==> config.mk <==
export PLATFORM = sky130hd
export DESIGN_NAME = counter_array
export DESIGN_NICKNAME = d
export VERILOG_FILES = /design/src/rtl/counter_pkg.sv /design/src/rtl/counter_chan.sv /design/src/rtl/counter_array.sv
export SDC_FILE = /design/constraint.sdc
export NUM_CORES = 1
export LEC_CHECK = 0
export CORE_UTILIZATION = 48
export DETAILED_ROUTE_END_ITERATION = 10
export GPL_TIMING_DRIVEN = 0
export PLACE_DENSITY = 0.83
export SYNTH_ARGS = -nofsm -noshare
export SYNTH_HDL_FRONTEND = slang
export SYNTH_SLANG_ARGS = --single-unit
==> constraint.sdc <==
create_clock -name clk -period 3.5 [get_ports clk]
set_input_delay 0.7 -clock clk [delete_from_list [all_inputs] [get_ports clk]]
set_output_delay 0.7 -clock clk [all_outputs]
set_load 0.01 [all_outputs]
==> src/rtl/counter_pkg.sv <==
// -----------------------------------------------------------------------------
// counter_pkg
// Shared types and constants for the counter_array block.
//   cnt_state_e        : per-channel FSM state (IDLE, RUN, DONE)
//   CNT_WIDTH_DEFAULT  : default counter width in bits
// -----------------------------------------------------------------------------
package counter_pkg;

    localparam int CNT_WIDTH_DEFAULT = 32;

    typedef enum logic [1:0] {
        IDLE = 2'd0,
        RUN  = 2'd1,
        DONE = 2'd2
    } cnt_state_e;

endpackage : counter_pkg

==> src/rtl/counter_chan.sv <==
// -----------------------------------------------------------------------------
// counter_chan
// One independent down-counter channel with one-shot and auto-reload modes.
// Configuration macro: COUNTER_RELOAD_EN (undefined -> every channel one-shot,
// reload input ignored).
// Ports:
//   clk      in   clock, all state updates on rising edge
//   rst      in   asynchronous active-low reset
//   start    in   start request, accepted only in IDLE with stop low
//   cnt_init in   load value captured on acceptance
//   reload   in   auto-reload mode, captured on acceptance
//   stop     in   abort; wins over start and terminal count
//   cnt      out  current count
//   ready    out  high while IDLE
//   done     out  one-cycle terminal-count pulse (state DONE)
// -----------------------------------------------------------------------------
module counter_chan
    import counter_pkg::*;
#(
    parameter int WIDTH = CNT_WIDTH_DEFAULT
) (
    input  logic             clk,
    input  logic             rst,
    input  logic             start,
    input  logic [WIDTH-1:0] cnt_init,
    input  logic             reload,
    input  logic             stop,
    output logic [WIDTH-1:0] cnt,
    output logic             ready,
    output logic             done
);

    localparam logic [WIDTH-1:0] ZERO = {WIDTH{1'b0}};
    localparam logic [WIDTH-1:0] ONE  = {{(WIDTH-1){1'b0}}, 1'b1};

    cnt_state_e       state_r;
    logic [WIDTH-1:0] cnt_r;
    logic [WIDTH-1:0] init_q_r;
    logic             reload_q_r;
    logic             ready_r;
    logic             done_r;
    logic             reload_s;

`ifdef COUNTER_RELOAD_EN
    assign reload_s = reload;
`else
    // Reload mode compiled out: the captured flag is held at zero.
    assign reload_s = reload & 1'b0;
`endif

    // Channel FSM; ready/done are registered alongside the state they decode.
    always_ff @(posedge clk or negedge rst) begin
        if (!rst) begin
            state_r    <= IDLE;
            cnt_r      <= ZERO;
            init_q_r   <= ZERO;
            reload_q_r <= 1'b0;
            ready_r    <= 1'b1;
            done_r     <= 1'b0;
        end else begin
            case (state_r)
                IDLE: begin
                    // stop in IDLE has no effect except blocking start
                    if (start && !stop) begin
                        cnt_r      <= cnt_init;
                        init_q_r   <= cnt_init;
                        reload_q_r <= reload_s;
                        ready_r    <= 1'b0;
                        if (cnt_init != ZERO) begin
                            state_r <= RUN;
                            done_r  <= 1'b0;
                        end else begin
                            state_r <= DONE;
                            done_r  <= 1'b1;
                        end
                    end else begin
                        state_r <= IDLE;
                        ready_r <= 1'b1;
                        done_r  <= 1'b0;
                    end
                end
                RUN: begin
                    if (stop) begin
                        state_r <= IDLE;
                        cnt_r   <= ZERO;
                        ready_r <= 1'b1;
                        done_r  <= 1'b0;
                    end else if (cnt_r <= ONE) begin
                        // terminal count; <= also guards against a wrap from 0
                        state_r <= DONE;
                        cnt_r   <= ZERO;
                        ready_r <= 1'b0;
                        done_r  <= 1'b1;
                    end else begin
                        state_r <= RUN;
                        cnt_r   <= cnt_r - ONE;
                        ready_r <= 1'b0;
                        done_r  <= 1'b0;
                    end
                end
                DONE: begin
                    if (stop) begin
                        state_r <= IDLE;
                        cnt_r   <= ZERO;
                        ready_r <= 1'b1;
                        done_r  <= 1'b0;
                    end else if (reload_q_r && (init_q_r != ZERO)) begin
                        // zero load value never reloads, so no zero-period loop
                        state_r <= RUN;
                        cnt_r   <= init_q_r;
                        ready_r <= 1'b0;
                        done_r  <= 1'b0;
                    end else begin
                        state_r <= IDLE;
                        cnt_r   <= ZERO;
                        ready_r <= 1'b1;
                        done_r  <= 1'b0;
                    end
                end
                default: begin
                    state_r <= IDLE;
                    cnt_r   <= ZERO;
                    ready_r <= 1'b1;
                    done_r  <= 1'b0;
                end
            endcase
        end
    end

    assign cnt   = cnt_r;
    assign ready = ready_r;
    assign done  = done_r;

endmodule : counter_chan

==> src/rtl/counter_array.sv <==
// -----------------------------------------------------------------------------
// counter_array
// NCH independent down-counter channels sharing one clock and reset.
// Only packing/unpacking lives here; each channel is a counter_chan.
// Configuration macro: COUNTER_RELOAD_EN (enables auto-reload mode).
// Ports:
//   clk      in   clock
//   rst      in   asynchronous active-low reset
//   start    in   [NCH]        per-channel start request
//   cnt_init in   [NCH*WIDTH]  load values, channel i at [i*WIDTH +: WIDTH]
//   reload   in   [NCH]        per-channel auto-reload mode
//   stop     in   [NCH]        per-channel abort
//   cnt      out  [NCH*WIDTH]  counts, same packing as cnt_init
//   ready    out  [NCH]        channel idle
//   done     out  [NCH]        one-cycle terminal-count pulse
// -----------------------------------------------------------------------------
module counter_array
    import counter_pkg::*;
#(
    parameter int WIDTH = CNT_WIDTH_DEFAULT,
    parameter int NCH   = 4
) (
    input  logic                 clk,
    input  logic                 rst,
    input  logic [NCH-1:0]       start,
    input  logic [NCH*WIDTH-1:0] cnt_init,
    input  logic [NCH-1:0]       reload,
    input  logic [NCH-1:0]       stop,
    output logic [NCH*WIDTH-1:0] cnt,
    output logic [NCH-1:0]       ready,
    output logic [NCH-1:0]       done
);

    for (genvar i = 0; i < NCH; i++) begin : g_chan
        counter_chan #(
            .WIDTH (WIDTH)
        ) u_chan (
            .clk      (clk),
            .rst      (rst),
            .start    (start[i]),
            .cnt_init (cnt_init[i*WIDTH +: WIDTH]),
            .reload   (reload[i]),
            .stop     (stop[i]),
            .cnt      (cnt[i*WIDTH +: WIDTH]),
            .ready    (ready[i]),
            .done     (done[i])
        );
    end

endmodule : counter_array
==> impl_metrics.env <==
export IMPL_cts_buffer_depth=2
export IMPL_first_iter_violations=1230
export IMPL_cts_root_buf="clkbuf_16"
export IMPL_rsz0062_at_grt="false"
export IMPL_diodes=0
export IMPL_crit_arrival_ps=3670
export IMPL_clock_sinks=140
export IMPL_worst_pin_slew_ps=857
export IMPL_power_density_nw_per_um2=553
export IMPL_clock_latency_ps=430
export IMPL_slew_violations=0
export IMPL_cp_max_fo=10
export IMPL_place_area_sq_um=11900
export IMPL_crit_start="g_chan[3].u_chan.cnt[7]"
export IMPL_p_leak_nw=4.79
export IMPL_async_reset_ff_frac=1.00
export IMPL_synth_seq_area_share=0.398
export IMPL_fillers=1429
export IMPL_gr_total_overflow=0
export IMPL_ir_worst_vdd_v=0.000368
export IMPL_dr_pass1_iters=6
export IMPL_fin_skew_ps=9.24
export IMPL_layout_nets=1493
export IMPL_gp_congestion=0.966
export IMPL_end_kind="flop"
export IMPL_hpwl_um=23700
export IMPL_synth_seq_cells=140
export IMPL_fp_dieH_um=137
export IMPL_numCtsBuffers=17
export IMPL_ctsHtreeMaxLevel=4
export IMPL_grt_max_degree=84
export IMPL_yosys_cell_types_count=64
export IMPL_cts_tree="yes"
export IMPL_power_w=0.00693
export IMPL_grt_pass1_vias=9395
export IMPL_fin_util=0.698
export IMPL_drive_above_1_share=0.0472
export IMPL_antenna_found_initial=0
export IMPL_period_share=0.964
export IMPL_cap_viol_max_count=0
export IMPL_drc=0
export IMPL_initial_core_util=0.490
export IMPL_fin_tns_setup_ps=0
export IMPL_start_kind="flop"
export IMPL_cp_cell_sequence="nor4_1 > nand4b_1 > nor3_2 > or2_2 > buf_2 > o21ai_0 > a221o_1"
export IMPL_die_x_um=137
export IMPL_core_sq_um=18000
export IMPL_post_cts_buffers=0
export IMPL_area_delta_synth_final_pct=42.3
export IMPL_syn_area_per_cell_sq_um=8.39
export IMPL_syn_nets=1200
export IMPL_synthesis_area_sq_um=8810
export IMPL_clk_pin_slew_worst_paths_ps=60
export IMPL_synth_edff_count=0
export IMPL_slowest_stage="nor4_1"
export IMPL_finalSetupViolCount=0
export IMPL_synth_cells=1050
export IMPL_synth_main_ff_cell="dfrtp_1"
export IMPL_max_stage_delay_ps=700
export IMPL_path_buf_inv=1
export IMPL_hold_path_class="in2async"
export IMPL_rows=49
export IMPL_cp_top_family="simple AND/OR/NAND/NOR gates"
export IMPL_vias=10400
export IMPL_die_area_sq_um=18900
export IMPL_final_area_sq_um=12500
export IMPL_totalWireLength_um=32700
export IMPL_antenna_left=0
export IMPL_synth_warnings=0
export IMPL_viasPerCell=6.59
export IMPL_period_minus_slack_ps=3370
export IMPL_status="finished, final reports clean"
export IMPL_fmax_mhz=296
export IMPL_avgRoutedWirePerCell_um=20.6
export IMPL_numPortBuffers=273
export IMPL_slew_headroom=0.423
export IMPL_required_ps=3800
export IMPL_path_class="reg2reg"
export IMPL_top_level_ports=278
export IMPL_reg2reg_from="g_chan[3].u_chan.cnt[7]"
export IMPL_grt_use_total=0.346
export IMPL_final_hold_viol_count=0
export IMPL_grt_pass1_wl_um=50300
## through the flow
stage / worst slack (ps) / hold WS (ps) / instances
after floorplan: 763 / 404 / 1050
after global placement: -4070 / 495 / 1552
after global routing: 14.2 / 272 / 1584
after detailed placement: 47.8 / 492 / 1553
after CTS: 208 / 256 / 1584
final: 127 / 231 / 1584
## synthesized netlist by cell type (all sizes together), types with 3 or more instances
cell	instances	area share
a221o	20	0.023
a21oi	27	0.015
o22ai	3	0.0021
clkbuf	50	0.021
dfstp	4	0.012
nand3	41	0.023
a22oi	49	0.042
inv	22	0.0094
o21a	4	0.0034
nor4b	3	0.0037
nand2b	6	0.0043
nand4b	4	0.0040
dfrtp	136	0.39
and2	7	0.0050
a211oi	4	0.0034
or4	22	0.020
or3	23	0.016
o31ai	11	0.0094
or2	10	0.0071
o31a	3	0.0030
a31oi	12	0.0085
a32oi	3	0.0030
xor2	11	0.011
a21o	7	0.0061
nor4	78	0.056
buf	10	0.0078
xnor2	19	0.019
nor2	68	0.029
o211ai	19	0.016
nand4	16	0.011
nor3	59	0.034
a211o	5	0.0050
nand3b	5	0.0043
o21ai	100	0.057
nor3b	8	0.0068
nand2	119	0.051
ha	8	0.011
and3	15	0.011
o311ai	18	0.018
## power breakdown
part	leakage (nW)	switching [W]	internal (W)	total (W)
Sequential	1.81	0.000479	0.00191	0.00239
Clock	0.326	0.000720	0.00137	0.00209
Combinational	2.66	0.00128	0.00117	0.00245
## path summary, 6_finish.rpt
path / end / slack [ps] / depth (start not counted)
setup / recovery: g_chan[3].u_chan.cnt[15] / 130 / 7
hold / removal: g_chan[3].u_chan.cnt[24] / 230 / 1
setup reg to reg: g_chan[3].u_chan.cnt[15] / 130 / 7
hold reg to reg: g_chan[3].u_chan.ready / 510 / 1
max in group asynchronous: g_chan[1].u_chan.cnt[9] / 2450 / 2
min in group clk: g_chan[3].u_chan.ready / 510 / 1
## layout make-up
| type | instances | area [sq um] | share of cell area |
|---|---|---|---|
| Buffer | 60 | 256 | 0.0205 |
| Clock buffer | 20 | 457 | 0.0364 |
| Clock inverter | 11 | 215 | 0.0172 |
| Inverter | 22 | 82.6 | 0.00659 |
| Multi-Input combinational cell | 828 | 4970 | 0.396 |
| Sequential cell | 140 | 3510 | 0.280 |
| Tap cell | 229 | 287 | 0.0229 |
| Timing Repair Buffer | 274 | 2760 | 0.220 |
## layout by cell type (no fill, tap or decap), types with 7 or more instances in the layout
cell type        instances
a21oi_1                 27
a221o_1                 20
a22oi_1                 49
a31oi_1                 12
and2_1                   7
and3_1                  15
buf_4                    8
clkbuf_1                51
clkbuf_16               17
clkdlybuf4s50_1        272
dfrtp_1                136
ha_1                     8
inv_1                   22
nand2_1                119
nand3_1                 41
nand4_1                 16
nor2_1                  68
nor3_1                  58
nor3b_1                  8
nor4_1                  77
o211ai_1                19
o21ai_0                 98
o311ai_0                18
o31ai_1                 11
or2_2                    8
or3_1                   22
or4_1                   19
xnor2_1                 19
xor2_1                  11
## logic make-up after synthesis
logic type | after synthesis | share of synthesized area
mux | 1 | 0.00114
compound gates | 299 | 0.229
flops | 140 | 0.398
simple gates | 490 | 0.292
xor+xnor | 30 | 0.0298
fa+ha+maj | 8 | 0.0114
buf+inv | 82 | 0.0385
## state kept, by name (all words and copies together), names as in the netlist
| name | flops |
|---|---|
| g_chan.u_chan.cnt | 128 |
| g_chan.u_chan.ready | 4 |
| g_chan.u_chan.state_r | 4 |
| g_chan.u_chan.done | 4 |
## metal layers
layer	GRT usage	part of all wire	up-vias	wire [um]
met5	0	0	-	0
met1	0.466	0.40	4956	13200
met3	0.0758	0.11	109	3480
met4	0.156	0.037	0	1210
met2	0.530	0.45	720	14800
li1	-	-	4650	-
## timing repair
action | 4_1_cts | 5_1_grt
endpoints found under the setup margin | 1 | 0
resized for setup | 1 | 0
hold buffers | 0 | 0
Note: power is estimated with default switching activity, not from simulation.
